## src/rtl/matrix_pkg.sv

```systemverilog
`default_nettype none
// +----------------------------------------------------------------------+
// | Package     : matrix_pkg                                             |
// | Description : Shared types for the matrix loader: FSM state enum,    |
// |               read-select encodings and the default element type.    |
// | Revision    : 1.0  initial release                                   |
// +----------------------------------------------------------------------+
package matrix_pkg;

  // Element width the multiply array is built for; modules may override it.
  localparam int ELEM_W_DEFAULT = 8;

  typedef enum logic [1:0] {
    IDLE   = 2'd0,
    LOAD_A = 2'd1,
    LOAD_B = 2'd2,
    READY  = 2'd3
  } loader_state_t;

  localparam logic SEL_A_ROW = 1'b0;
  localparam logic SEL_B_COL = 1'b1;

  typedef logic [ELEM_W_DEFAULT-1:0] elem_t;

endpackage
`default_nettype wire

```

## src/rtl/matrix_bank.sv

```systemverilog
`default_nettype none
// +----------------------------------------------------------------------+
// | Module      : matrix_bank                                            |
// | Description : MAX_DIM x MAX_DIM flop array of ELEM_W elements with   |
// |               one write port and combinational row/column slices.    |
// | Ports       : clk_i        clock                                     |
// |               we_i         write enable                              |
// |               wr_row_i/wr_col_i/wr_data_i  write address and data    |
// |               rd_row_i     row index for row_o                       |
// |               rd_col_i     column index for col_o                    |
// |               row_o        lane c = mem[rd_row_i][c]                 |
// |               col_o        lane r = mem[r][rd_col_i]                 |
// | Revision    : 1.0  initial release                                   |
// +----------------------------------------------------------------------+
module matrix_bank #(
  parameter int ELEM_W  = 8,
  parameter int MAX_DIM = 8,
  parameter int IDX_W   = $clog2(MAX_DIM + 1)
) (
  input  logic                      clk_i,
  input  logic                      we_i,
  input  logic [IDX_W-1:0]          wr_row_i,
  input  logic [IDX_W-1:0]          wr_col_i,
  input  logic [ELEM_W-1:0]         wr_data_i,
  input  logic [IDX_W-1:0]          rd_row_i,
  input  logic [IDX_W-1:0]          rd_col_i,
  output logic [MAX_DIM*ELEM_W-1:0] row_o,
  output logic [MAX_DIM*ELEM_W-1:0] col_o
);

  // Contents are never reset; the loader masks anything not freshly written.
  logic [ELEM_W-1:0] mem_q [MAX_DIM][MAX_DIM];

  always_ff @(posedge clk_i) begin
    for (int r = 0; r < MAX_DIM; r++) begin
      for (int c = 0; c < MAX_DIM; c++) begin
        if (we_i && (wr_row_i == IDX_W'(r)) && (wr_col_i == IDX_W'(c))) begin
          mem_q[r][c] <= wr_data_i;
        end
      end
    end
  end

  // Index compares instead of direct indexing keep out-of-range indices
  // (IDX_W can address past MAX_DIM) from selecting anything.
  always_comb begin
    row_o = '0;
    col_o = '0;
    for (int r = 0; r < MAX_DIM; r++) begin
      for (int c = 0; c < MAX_DIM; c++) begin
        if (rd_row_i == IDX_W'(r)) row_o[c*ELEM_W +: ELEM_W] = mem_q[r][c];
        if (rd_col_i == IDX_W'(c)) col_o[r*ELEM_W +: ELEM_W] = mem_q[r][c];
      end
    end
  end

endmodule
`default_nettype wire

```

## src/rtl/matrix_loader.sv

```systemverilog
`default_nettype none
// +----------------------------------------------------------------------+
// | Module      : matrix_loader                                          |
// | Description : Takes a dimension header on start, loads A then B      |
// |               (row-major) from a valid/ready stream, then serves     |
// |               packed A rows / B columns one cycle after a request.   |
// | Ports       : inter_refclk, rst_in (async, active-high)              |
// |               start, a_rows, a_cols, b_cols    dimension header      |
// |               in_valid, in_data, in_ready      element stream        |
// |               load_done (level), cfg_err (pulse)                     |
// |               rd_req, rd_sel, rd_idx           read request          |
// |               rd_valid, rd_err, rd_vec         registered response   |
// | Revision    : 1.0  initial release                                   |
// +----------------------------------------------------------------------+
module matrix_loader
  import matrix_pkg::*;
#(
  parameter int ELEM_W  = 8,
  parameter int MAX_DIM = 8,
  parameter int IDX_W   = $clog2(MAX_DIM + 1)
) (
  input  logic                      inter_refclk,
  input  logic                      rst_in,
  input  logic                      start,
  input  logic [IDX_W-1:0]          a_rows,
  input  logic [IDX_W-1:0]          a_cols,
  input  logic [IDX_W-1:0]          b_cols,
  input  logic                      in_valid,
  input  logic [ELEM_W-1:0]         in_data,
  output logic                      in_ready,
  output logic                      load_done,
  output logic                      cfg_err,
  input  logic                      rd_req,
  input  logic                      rd_sel,
  input  logic [IDX_W-1:0]          rd_idx,
  output logic                      rd_valid,
  output logic                      rd_err,
  output logic [MAX_DIM*ELEM_W-1:0] rd_vec
);

  localparam logic [IDX_W-1:0] C_IDX_ONE = IDX_W'(1);

  loader_state_t state_q, state_d;
  logic [IDX_W-1:0] row_q, row_d, col_q, col_d;
  logic [IDX_W-1:0] a_rows_q, a_rows_d, a_cols_q, a_cols_d, b_cols_q, b_cols_d;
  logic in_ready_q, in_ready_d, load_done_q, load_done_d, cfg_err_q, cfg_err_d;
  logic rd_valid_q, rd_err_q, rd_err_d;
  logic [MAX_DIM*ELEM_W-1:0] rd_vec_q, rd_vec_d;

  logic accept, we_a, we_b, start_ok, rd_bad;
  logic [MAX_DIM*ELEM_W-1:0] a_row_vec, a_col_vec, b_row_vec, b_col_vec;
  logic unused_slices;

  function automatic logic dim_ok(input logic [IDX_W-1:0] d);
    return (d != '0) && (d <= IDX_W'(MAX_DIM));
  endfunction

  assign start_ok = dim_ok(a_rows) && dim_ok(a_cols) && dim_ok(b_cols);
  assign accept   = in_valid && in_ready_q;

  matrix_bank #(.ELEM_W(ELEM_W), .MAX_DIM(MAX_DIM), .IDX_W(IDX_W)) u_bank_a (
    .clk_i(inter_refclk), .we_i(we_a), .wr_row_i(row_q), .wr_col_i(col_q),
    .wr_data_i(in_data), .rd_row_i(rd_idx), .rd_col_i(rd_idx),
    .row_o(a_row_vec), .col_o(a_col_vec)
  );

  matrix_bank #(.ELEM_W(ELEM_W), .MAX_DIM(MAX_DIM), .IDX_W(IDX_W)) u_bank_b (
    .clk_i(inter_refclk), .we_i(we_b), .wr_row_i(row_q), .wr_col_i(col_q),
    .wr_data_i(in_data), .rd_row_i(rd_idx), .rd_col_i(rd_idx),
    .row_o(b_row_vec), .col_o(b_col_vec)
  );

  // Only A rows and B columns are ever served.
  assign unused_slices = ^{a_col_vec, b_row_vec};

  always_comb begin
    state_d   = state_q;
    row_d     = row_q;
    col_d     = col_q;
    a_rows_d  = a_rows_q;
    a_cols_d  = a_cols_q;
    b_cols_d  = b_cols_q;
    we_a      = 1'b0;
    we_b      = 1'b0;
    cfg_err_d = 1'b0;
    case (state_q)
      IDLE, READY: begin
        if (start) begin
          if (!start_ok) begin
            cfg_err_d = 1'b1;
            state_d   = IDLE;
          end else begin
            a_rows_d = a_rows;
            a_cols_d = a_cols;
            b_cols_d = b_cols;
            row_d    = '0;
            col_d    = '0;
            state_d  = LOAD_A;
          end
        end
      end
      LOAD_A: begin
        if (accept) begin
          we_a = 1'b1;
          if (col_q == a_cols_q - C_IDX_ONE) begin
            col_d = '0;
            if (row_q == a_rows_q - C_IDX_ONE) begin
              row_d   = '0;
              state_d = LOAD_B;
            end else begin
              row_d = row_q + C_IDX_ONE;
            end
          end else begin
            col_d = col_q + C_IDX_ONE;
          end
        end
      end
      LOAD_B: begin
        // B has a_cols rows and b_cols columns.
        if (accept) begin
          we_b = 1'b1;
          if (col_q == b_cols_q - C_IDX_ONE) begin
            col_d = '0;
            if (row_q == a_cols_q - C_IDX_ONE) begin
              row_d   = '0;
              state_d = READY;
            end else begin
              row_d = row_q + C_IDX_ONE;
            end
          end else begin
            col_d = col_q + C_IDX_ONE;
          end
        end
      end
      default: state_d = IDLE;
    endcase
    // Decoded from the next state so these are plain flops at the port.
    in_ready_d  = (state_d == LOAD_A) || (state_d == LOAD_B);
    load_done_d = (state_d == READY);
  end

  always_comb begin
    // A start seen in READY takes the loader out of READY on this edge,
    // so a coincident read is refused.
    rd_bad = (state_q != READY) || start ||
             ((rd_sel == SEL_A_ROW) ? (rd_idx >= a_rows_q) : (rd_idx >= b_cols_q));
    rd_err_d = rd_req && rd_bad;
    rd_vec_d = '0;
    if (rd_req && !rd_bad) begin
      for (int k = 0; k < MAX_DIM; k++) begin
        // Lanes past a_cols may hold stale data from an earlier load.
        if (IDX_W'(k) < a_cols_q) begin
          rd_vec_d[k*ELEM_W +: ELEM_W] = (rd_sel == SEL_A_ROW) ?
              a_row_vec[k*ELEM_W +: ELEM_W] : b_col_vec[k*ELEM_W +: ELEM_W];
        end
      end
    end
  end

  always_ff @(posedge inter_refclk or posedge rst_in) begin
    if (rst_in) begin
      state_q     <= IDLE;
      row_q       <= '0;
      col_q       <= '0;
      a_rows_q    <= '0;
      a_cols_q    <= '0;
      b_cols_q    <= '0;
      in_ready_q  <= 1'b0;
      load_done_q <= 1'b0;
      cfg_err_q   <= 1'b0;
      rd_valid_q  <= 1'b0;
      rd_err_q    <= 1'b0;
      rd_vec_q    <= '0;
    end else begin
      state_q     <= state_d;
      row_q       <= row_d;
      col_q       <= col_d;
      a_rows_q    <= a_rows_d;
      a_cols_q    <= a_cols_d;
      b_cols_q    <= b_cols_d;
      in_ready_q  <= in_ready_d;
      load_done_q <= load_done_d;
      cfg_err_q   <= cfg_err_d;
      rd_valid_q  <= rd_req;
      rd_err_q    <= rd_err_d;
      rd_vec_q    <= rd_vec_d;
    end
  end

  assign in_ready  = in_ready_q;
  assign load_done = load_done_q;
  assign cfg_err   = cfg_err_q;
  assign rd_valid  = rd_valid_q;
  assign rd_err    = rd_err_q;
  assign rd_vec    = rd_vec_q;

endmodule
`default_nettype wire

```

## config.mk

```make
export PLATFORM = sky130hd
export DESIGN_NAME = matrix_loader
export DESIGN_NICKNAME = d
export VERILOG_FILES = /design/src/rtl/matrix_pkg.sv /design/src/rtl/matrix_bank.sv /design/src/rtl/matrix_loader.sv
export SDC_FILE = /design/constraint.sdc
export NUM_CORES = 1
export LEC_CHECK = 0
export ABC_AREA = 1
export BUFFER_PORTS_ARGS = -buffer_cell sky130_fd_sc_hd__buf_2
export CAP_MARGIN = 10
export CELL_PAD_IN_SITES_DETAIL_PLACEMENT = 1
export CELL_PAD_IN_SITES_GLOBAL_PLACEMENT = 1
export CORE_MARGIN = 2
export CORE_UTILIZATION = 51
export CTS_CLUSTER_DIAMETER = 80
export CTS_CLUSTER_SIZE = 30
export DETAILED_ROUTE_END_ITERATION = 16
export HOLD_SLACK_MARGIN = 0.08
export MAX_ROUTING_LAYER = met4
export PLACE_DENSITY = 0.79
export SYNTH_ARGS = -nofsm -noshare
export SYNTH_HDL_FRONTEND = slang
export SYNTH_SLANG_ARGS = --single-unit
```

## constraint.sdc

```tcl
create_clock -name inter_refclk -period 3.75 [get_ports inter_refclk]
set_clock_uncertainty 0.1 [all_clocks]
set_input_delay 0.75 -clock inter_refclk [delete_from_list [all_inputs] [get_ports inter_refclk]]
set_output_delay 0.75 -clock inter_refclk [all_outputs]
set_load 0.01 [all_outputs]
```

# Word-level counts from Yosys, hierarchy flattened
# Memories as Yosys holds them, arrays and structs flattened.
# Index checks and enable logic that the tools add are counted.
[totals] memories=2 regBits=91 ram_bits=1024 inputBits=30 output_inout_bits=69 wordCells=724
[memory_table] name="u_bank_a.mem_q" depth=8 word_bits=64 rd=8 rd_clocked_by_memory_dff=0 wr=1 line_no="matrix_bank.sv:32" source="logic [ELEM_W-1:0] mem_q [MAX_DIM][MAX_DIM];"
[memory_table] name="u_bank_b.mem_q" depth=8 word_bits=64 rd=8 rd_clocked_by_memory_dff=0 wr=1 line_no="matrix_bank.sv:32"
[classes] add_sub_neg=5 n_eq_ne=38 n_lt_le_gt_ge=13 n_reduce_logical=181 mux=473
[op_table] operator="$mux W8" n=158
[op_table] operator="$mux W64" n=15
[op_table] operator="$reduce_or A64 Y1" n=14
[op_table] operator="$mux W1" n=264
[op_table] operator="$logic_and A1 B1 Y1" n=152
[op_table] operator="$eq A4 B3 Y1 const B" n=12
[op_table] operator="$mux W4" n=12
[op_table] operator="$mux W3" n=14
[op_table] operator="$eq A4 B2 Y1 const B" n=6
[op_table] operator="$pmux W4 S3" n=2
[op_table] operator="$eq A4 B4 Y1" n=4
[op_table] operator="$lt A3 B4 Y1 const A" n=4
[op_table] operator="$mux W2" n=7
[op_table] operator="$ne A2 B2 Y1 const B" n=7
[op_table] operator="$eq A4 B1 Y1 const B" n=3
[op_table] operator="$le A4 B4 Y1 const B" n=3
[op_table] operator="$logic_not A4 Y1" n=3
[op_table] operator="$reduce_bool A4 Y1" n=3
[op_table] operator="$sub A4 B1 Y4 const B" n=3
[op_table] operator="$add A4 B1 Y4 const B" n=2
[op_table] operator="$eq A2 B2 Y1 const B" n=4
[op_table] operator="$ge A4 B4 Y1" n=2
[op_table] operator="$lt A1 B4 Y1 const A" n=2
[op_table] operator="$lt A2 B4 Y1 const A" n=2
[op_table] operator="other kinds (9)" n=12

# Depth between registers and ports, before layout
[logic_depth] word_depth=15 mapped_depth=15 depth_no_buf=15

# Hierarchy
# A second synthesis with hierarchy kept.
[hier_totals] cells_unflattened=5416 hier_area_um2=52534.1
[modules_own_cells] mod="matrix_bank" area_per_inst_um2=23795.3 seq_area_each_um2=15374.7 cells_each=2363 instances=2
[modules_own_cells] mod="matrix_loader" area_per_inst_um2=4943.5 seq_area_each_um2=2277.2 cells_each=690 instances=1

# Least setup slack after synthesis
# No wires, ideal clock.
[synth_path] kind="input to register" startpoint="in rd_idx[3]" endpoint="reg rd_vec_q[10], in the netlist rd_vec[10]" setup_time_ns=0.072 arrival_ns=2.109 slack_ns=1.469 required_ns=3.578 path_buffers=0 stages=10 cell_sequence="ha_1 nand2_1 inv_1 nand2_1 nand3_1 nand2_1 nand4_1 a21oi_1 nand2_1 nor2_1"
[synth_via] elab_chain_len=12 elab_cells_between_ends=33 classes_between="order compare: 2; eq/ne: 7; mux: 20; reduce/logical: 4"
[synth_rtl] item="from (decl)" line_no="matrix_loader.sv:35" source="input logic [IDX_W-1:0] rd_idx,"
[synth_rtl] item="$logic_not A4 Y1"
[synth_rtl] item="$mux W8 (on tied branches) (8 in a row)" line_no="matrix_bank.sv:51, matrix_bank.sv:52"
[synth_rtl] item="$mux W8" line_no="matrix_loader.sv:153" source="rd_vec_d[k*ELEM_W +: ELEM_W] = (rd_sel == SEL_A_ROW) ?"
[synth_rtl] item="$mux W8" line_no="matrix_loader.sv:152" source="if (IDX_W'(k) < a_cols_q) begin"
[synth_rtl] item="$mux W64 *" line_no="matrix_loader.sv:149" source="if (rd_req && !rd_bad) begin"
[synth_rtl] item="via rd_vec_d[10]" line_no="matrix_loader.sv:48" source="logic [MAX_DIM*ELEM_W-1:0] rd_vec_q, rd_vec_d;"
[synth_rtl] item="to (signal assigned)" line_no="matrix_loader.sv:186" source="rd_vec_q <= rd_vec_d;"
[synth_rtl] item="to (decl)" line_no="matrix_loader.sv:48"
# The timed path passes the listed nets; every way through them passes the cells marked *.
# A chain may end at the register's enable or synchronous reset.

# Worst setup path after layout
[layout_path] startpoint="reg state_q[0]" endpoint="mem u_bank_b.mem_q[1][84] in the netlist's numbering (enable)"
[layout_via] elab_chain_len=14 elab_cells_between_ends=202 classes_between="eq/ne: 1; mux: 129; reduce/logical: 72"
[layout_rtl] item="from (decl)" line_no="matrix_loader.sv:43" source="loader_state_t state_q, state_d;"
[layout_rtl] item="from (signal assigned)" line_no="matrix_loader.sv:175" source="state_q <= state_d;"
[layout_rtl] item="$eq A2 B2 Y1 *" line_no="matrix_loader.sv:86" source="case (state_q)"
[layout_rtl] item="$mux W1 *" line_no="matrix_loader.sv:86"
[layout_rtl] item="$logic_and A1 B1 Y1 (2 in a row)" line_no="matrix_bank.sv:37" source="if (we_i && (wr_row_i == IDX_W'(r)) && (wr_col_i == IDX_W'(c))) begin"
[layout_rtl] item="$mux W1" line_no="matrix_bank.sv:37"
[layout_rtl] item="$mux W1 (implied by the code)" line_no="matrix_bank.sv:38" source="mem_q[r][c] <= wr_data_i;"
[layout_rtl] item="$reduce_or A64 Y1 (no line)"
[layout_rtl] item="$mux W3 (no line) / $mux W8 (equally long branches) (7 in a row)"
[layout_rtl] item="to (decl)" line_no="matrix_bank.sv:32"
# Every way passes the cells marked *; elsewhere a longest branch is shown, timed or not.

==> impl_metrics.json <==
{
  "htree_levels": 2,
  "num_io_pins": 99,
  "crit_arrival_ps": 3240,
  "synth.distinct_cells": 27,
  "ys_seq_elements": 1115,
  "layout_min_cycle_time_ps": 3064,
  "wl_per_cell_um": 27.57,
  "insertion_delay_ps": 660,
  "die_h_um": 300.3,
  "fin_tns_setup_ps": 0,
  "ctsHoldBuffers": 0,
  "slew_headroom_pct": 24.53,
  "drc": 0,
  "ant_nets": 0,
  "area_delta_synth_final_pct": 9.874,
  "synth_async_sr_flop_share_pct": 8.161,
  "port-buffer-count": 98,
  "setup_viol": 0,
  "core-area_mm2": 0.08689,
  "synth_ff_type": "edfxtp_1",
  "grt_start_max_net_pins": 132,
  "dieArea_mm2": 0.09017,
  "grt_first_pass_wirelength_um": 209800,
  "ir_drop_v": 0.0004034,
  "fillers": 8945,
  "grt_antenna_before_repair": 6,
  "cts_sinks": 1115,
  "drt_iter0_drc": 3331,
  "timing_worst_slew_pin_value_ps": 1132,
  "rrSetupSlack_ps": 690,
  "vias": 30595,
  "critPathKind": "flip-flop to flip-flop",
  "path_max_fanout": 8,
  "drt_pass1_iterations": 6,
  "fin_util_pct": 56.61,
  "path_cells": "inv_1 > ha_1 > inv_1 > nor2_1 > buf_4 > nand3_1 > nor2_1",
  "crit-reg2reg-launch": "state_q[0]$_DFF_PP0_",
  "nNetsFinal": 4000,
  "synthTopCellsByArea": "edfxtp_1 69%, nand2_1 8.7%, dfrtp_1 5.1%",
  "synth_top_area_share_pct": 68.68,
  "cts_buffers": 48,
  "finalHoldViolations": 0,
  "ys_seq_area_share_pct": 73.77,
  "cap_violations": 0,
  "synth_nets": 3862,
  "hp-class": "input port to asynchronous set/reset pin",
  "gp_congestion": 0.8307,
  "rows": 108,
  "cellPowerDensity_mw_per_mm2": 447.0,
  "cts_tree": "yes",
  "synth_top_area_cell": "edfxtp_1",
  "critPathBufInv": 3,
  "status": "finished, final reports clean",
  "worstSetupStartpointType": "flip-flop",
  "postSynthAreaPerCell_um2": 11.76,
  "cp_data_required_time_ps": 3920,
  "cts_setup_buffers": 0,
  "synth_most_common_cell": "nand2_1",
  "via_per_inst": 5.945,
  "grt_pass1_vias": 32200,
  "netlist_area_mm2": 0.04477,
  "grt_usage_pct": 32.66,
  "wl_um": 141900,
  "ff2ff_path_depth": 7,
  "cp-end-kind": "flip-flop",
  "yosysWarnings": 0,
  "cts_buffer_depth": 3,
  "min_period_over_period_pct": 81.69,
  "die_x_um": 300.3,
  "crit_family": "simple AND/OR/NAND/NOR gates",
  "initial_core_util_pct": 51.52,
  "p_leak_nw": 18.28,
  "rsz0062_at_grt": "false",
  "dp_hpwl_um": 90180,
  "cpPeakStageDelay_ps": 870,
  "synth_edf_count": 1024,
  "grt_overflow": 0,
  "critPathSlowestCell": "nor2_1",
  "drive_gt1_share_pct": 10.39,
  "max_freq_ghz": 0.3264,
  "clkTransAtPathRegs_ps": 110,
  "timing.rr.end": "u_bank_b.mem_q[1][84]$_DFFE_PP_",
  "cts_resized": 0,
  "synthCells": 3807,
  "finalMaxSlewViolations": 0,
  "clockRootBuffer": "clkbuf_16",
  "synthTopCellsByCount": "1035 x nand2_1, 1024 x edfxtp_1, 417 x nor2_1"
}
logic make-up after synthesis:
kind of cell | Yosys count | synth area share (%)
compound gates | 132 | 1.498
buf+inv | 461 | 4.125
flops | 1115 | 73.77
xor+xnor | 11 | 0.2152
simple gates | 2063 | 19.69
fa+ha+maj | 25 | 0.6987
sequential cells by signal (all words and copies together), names as in the netlist, 2 cells and up:
name / flops
b_cols_q: 4
a_rows_q: 4
rd_vec: 64
a_cols_q: 4
state_q: 2
u_bank_b.mem_q: 512
row_q: 4
col_q: 4
u_bank_a.mem_q: 512
worst max path at each step:
stage / start / endpoint / cells after the start
global placement: rd_idx[0] / rd_vec[23]$_DFF_PP0_ / 11
floorplan: rst_in / a_cols_q[0]$_DFFE_PP0P_ / 1
detailed placement: rd_idx[0] / rd_vec[23]$_DFF_PP0_ / 11
global route: state_q[0]$_DFF_PP0_ / u_bank_b.mem_q[1][91]$_DFFE_PP_ / 7
CTS: state_q[0]$_DFF_PP0_ / u_bank_b.mem_q[1][84]$_DFFE_PP_ / 7
finish: state_q[0]$_DFF_PP0_ / u_bank_b.mem_q[1][84]$_DFFE_PP_ / 7
layer usage:
layer / up-vias / wire length (µm) / global-route usage (%)
li1: 13179 / - / -
met1: 15584 / 55520 / 42.50
met2: 1545 / 69740 / 53.51
met3: 287 / 11390 / 3.649
met4: 0 / 5214 / 11.71
met5: - / 0 / -
area by class of cell:
| class | count | area (µm²) | share of cell area, % |
|---|---|---|---|
| multi-input cells | 2231 | 9938 | 20.20 |
| flip-flops and latches | 1115 | 33030 | 67.14 |
| diodes | 8 | 20.02 | 0.04070 |
| clock buffers | 69 | 1331 | 2.706 |
| inverters | 293 | 1107 | 2.251 |
| repair buffers | 256 | 2034 | 4.136 |
| clock inverters | 19 | 286.5 | 0.5825 |
| well taps | 1155 | 1445 | 2.938 |
through the flow:
step	worst slack, ps	std cells	instance area [µm²]	total power, W	hold slack [ps]
floorplan	536.4	3807	44770	0.01469	353.0
global placement	548.2	5050	47550	0.01532	369.0
detailed placement	472.2	5050	47550	0.01540	373.4
CTS	750.5	5138	49170	0.02201	92.91
global route	574.3	5140	49170	0.02251	107.9
finish	686.4	5146	49190	0.02199	94.21
placed cells by master, fill, tap and decap left out, types with 2 or more instances in the layout:
master,synthesis,layout
inv_6,0,2
nand4_1,139,139
xor2_1,10,10
clkinv_8,0,3
inv_1,286,284
o21ai_0,67,67
dfrtp_1,91,91
clkinvlp_4,0,2
clkbuf_1,73,17
nand3_1,362,362
nor2_4,2,6
buf_4,5,139
nor3_1,11,11
diode_2,0,8
bufinv_16,0,3
edfxtp_1,1024,1024
or2_0,24,24
inv_4,0,3
clkbuf_8,0,3
buf_12,0,27
inv_16,0,2
ha_1,25,25
a21oi_1,59,59
clkinv_4,0,3
or2_2,67,67
o22ai_1,4,4
nand2_4,0,2
clkbuf_16,0,49
inv_2,7,5
nor2_1,417,414
buf_2,78,90
nand2_2,3,3
inv_12,0,2
nand2_1,1035,1033
report_power, final:
group / switching [W] / internal, W / leakage, nW
combinational: 0.00110 / 0.000389 / 7.07
clock: 0.00401 / 0.00283 / 0.774
sequential: 0.0000691 / 0.0136 / 10.4
total: 0.00518 / 0.0168 / 18.3
No activity file was read; power rests on OpenSTA's default activity.
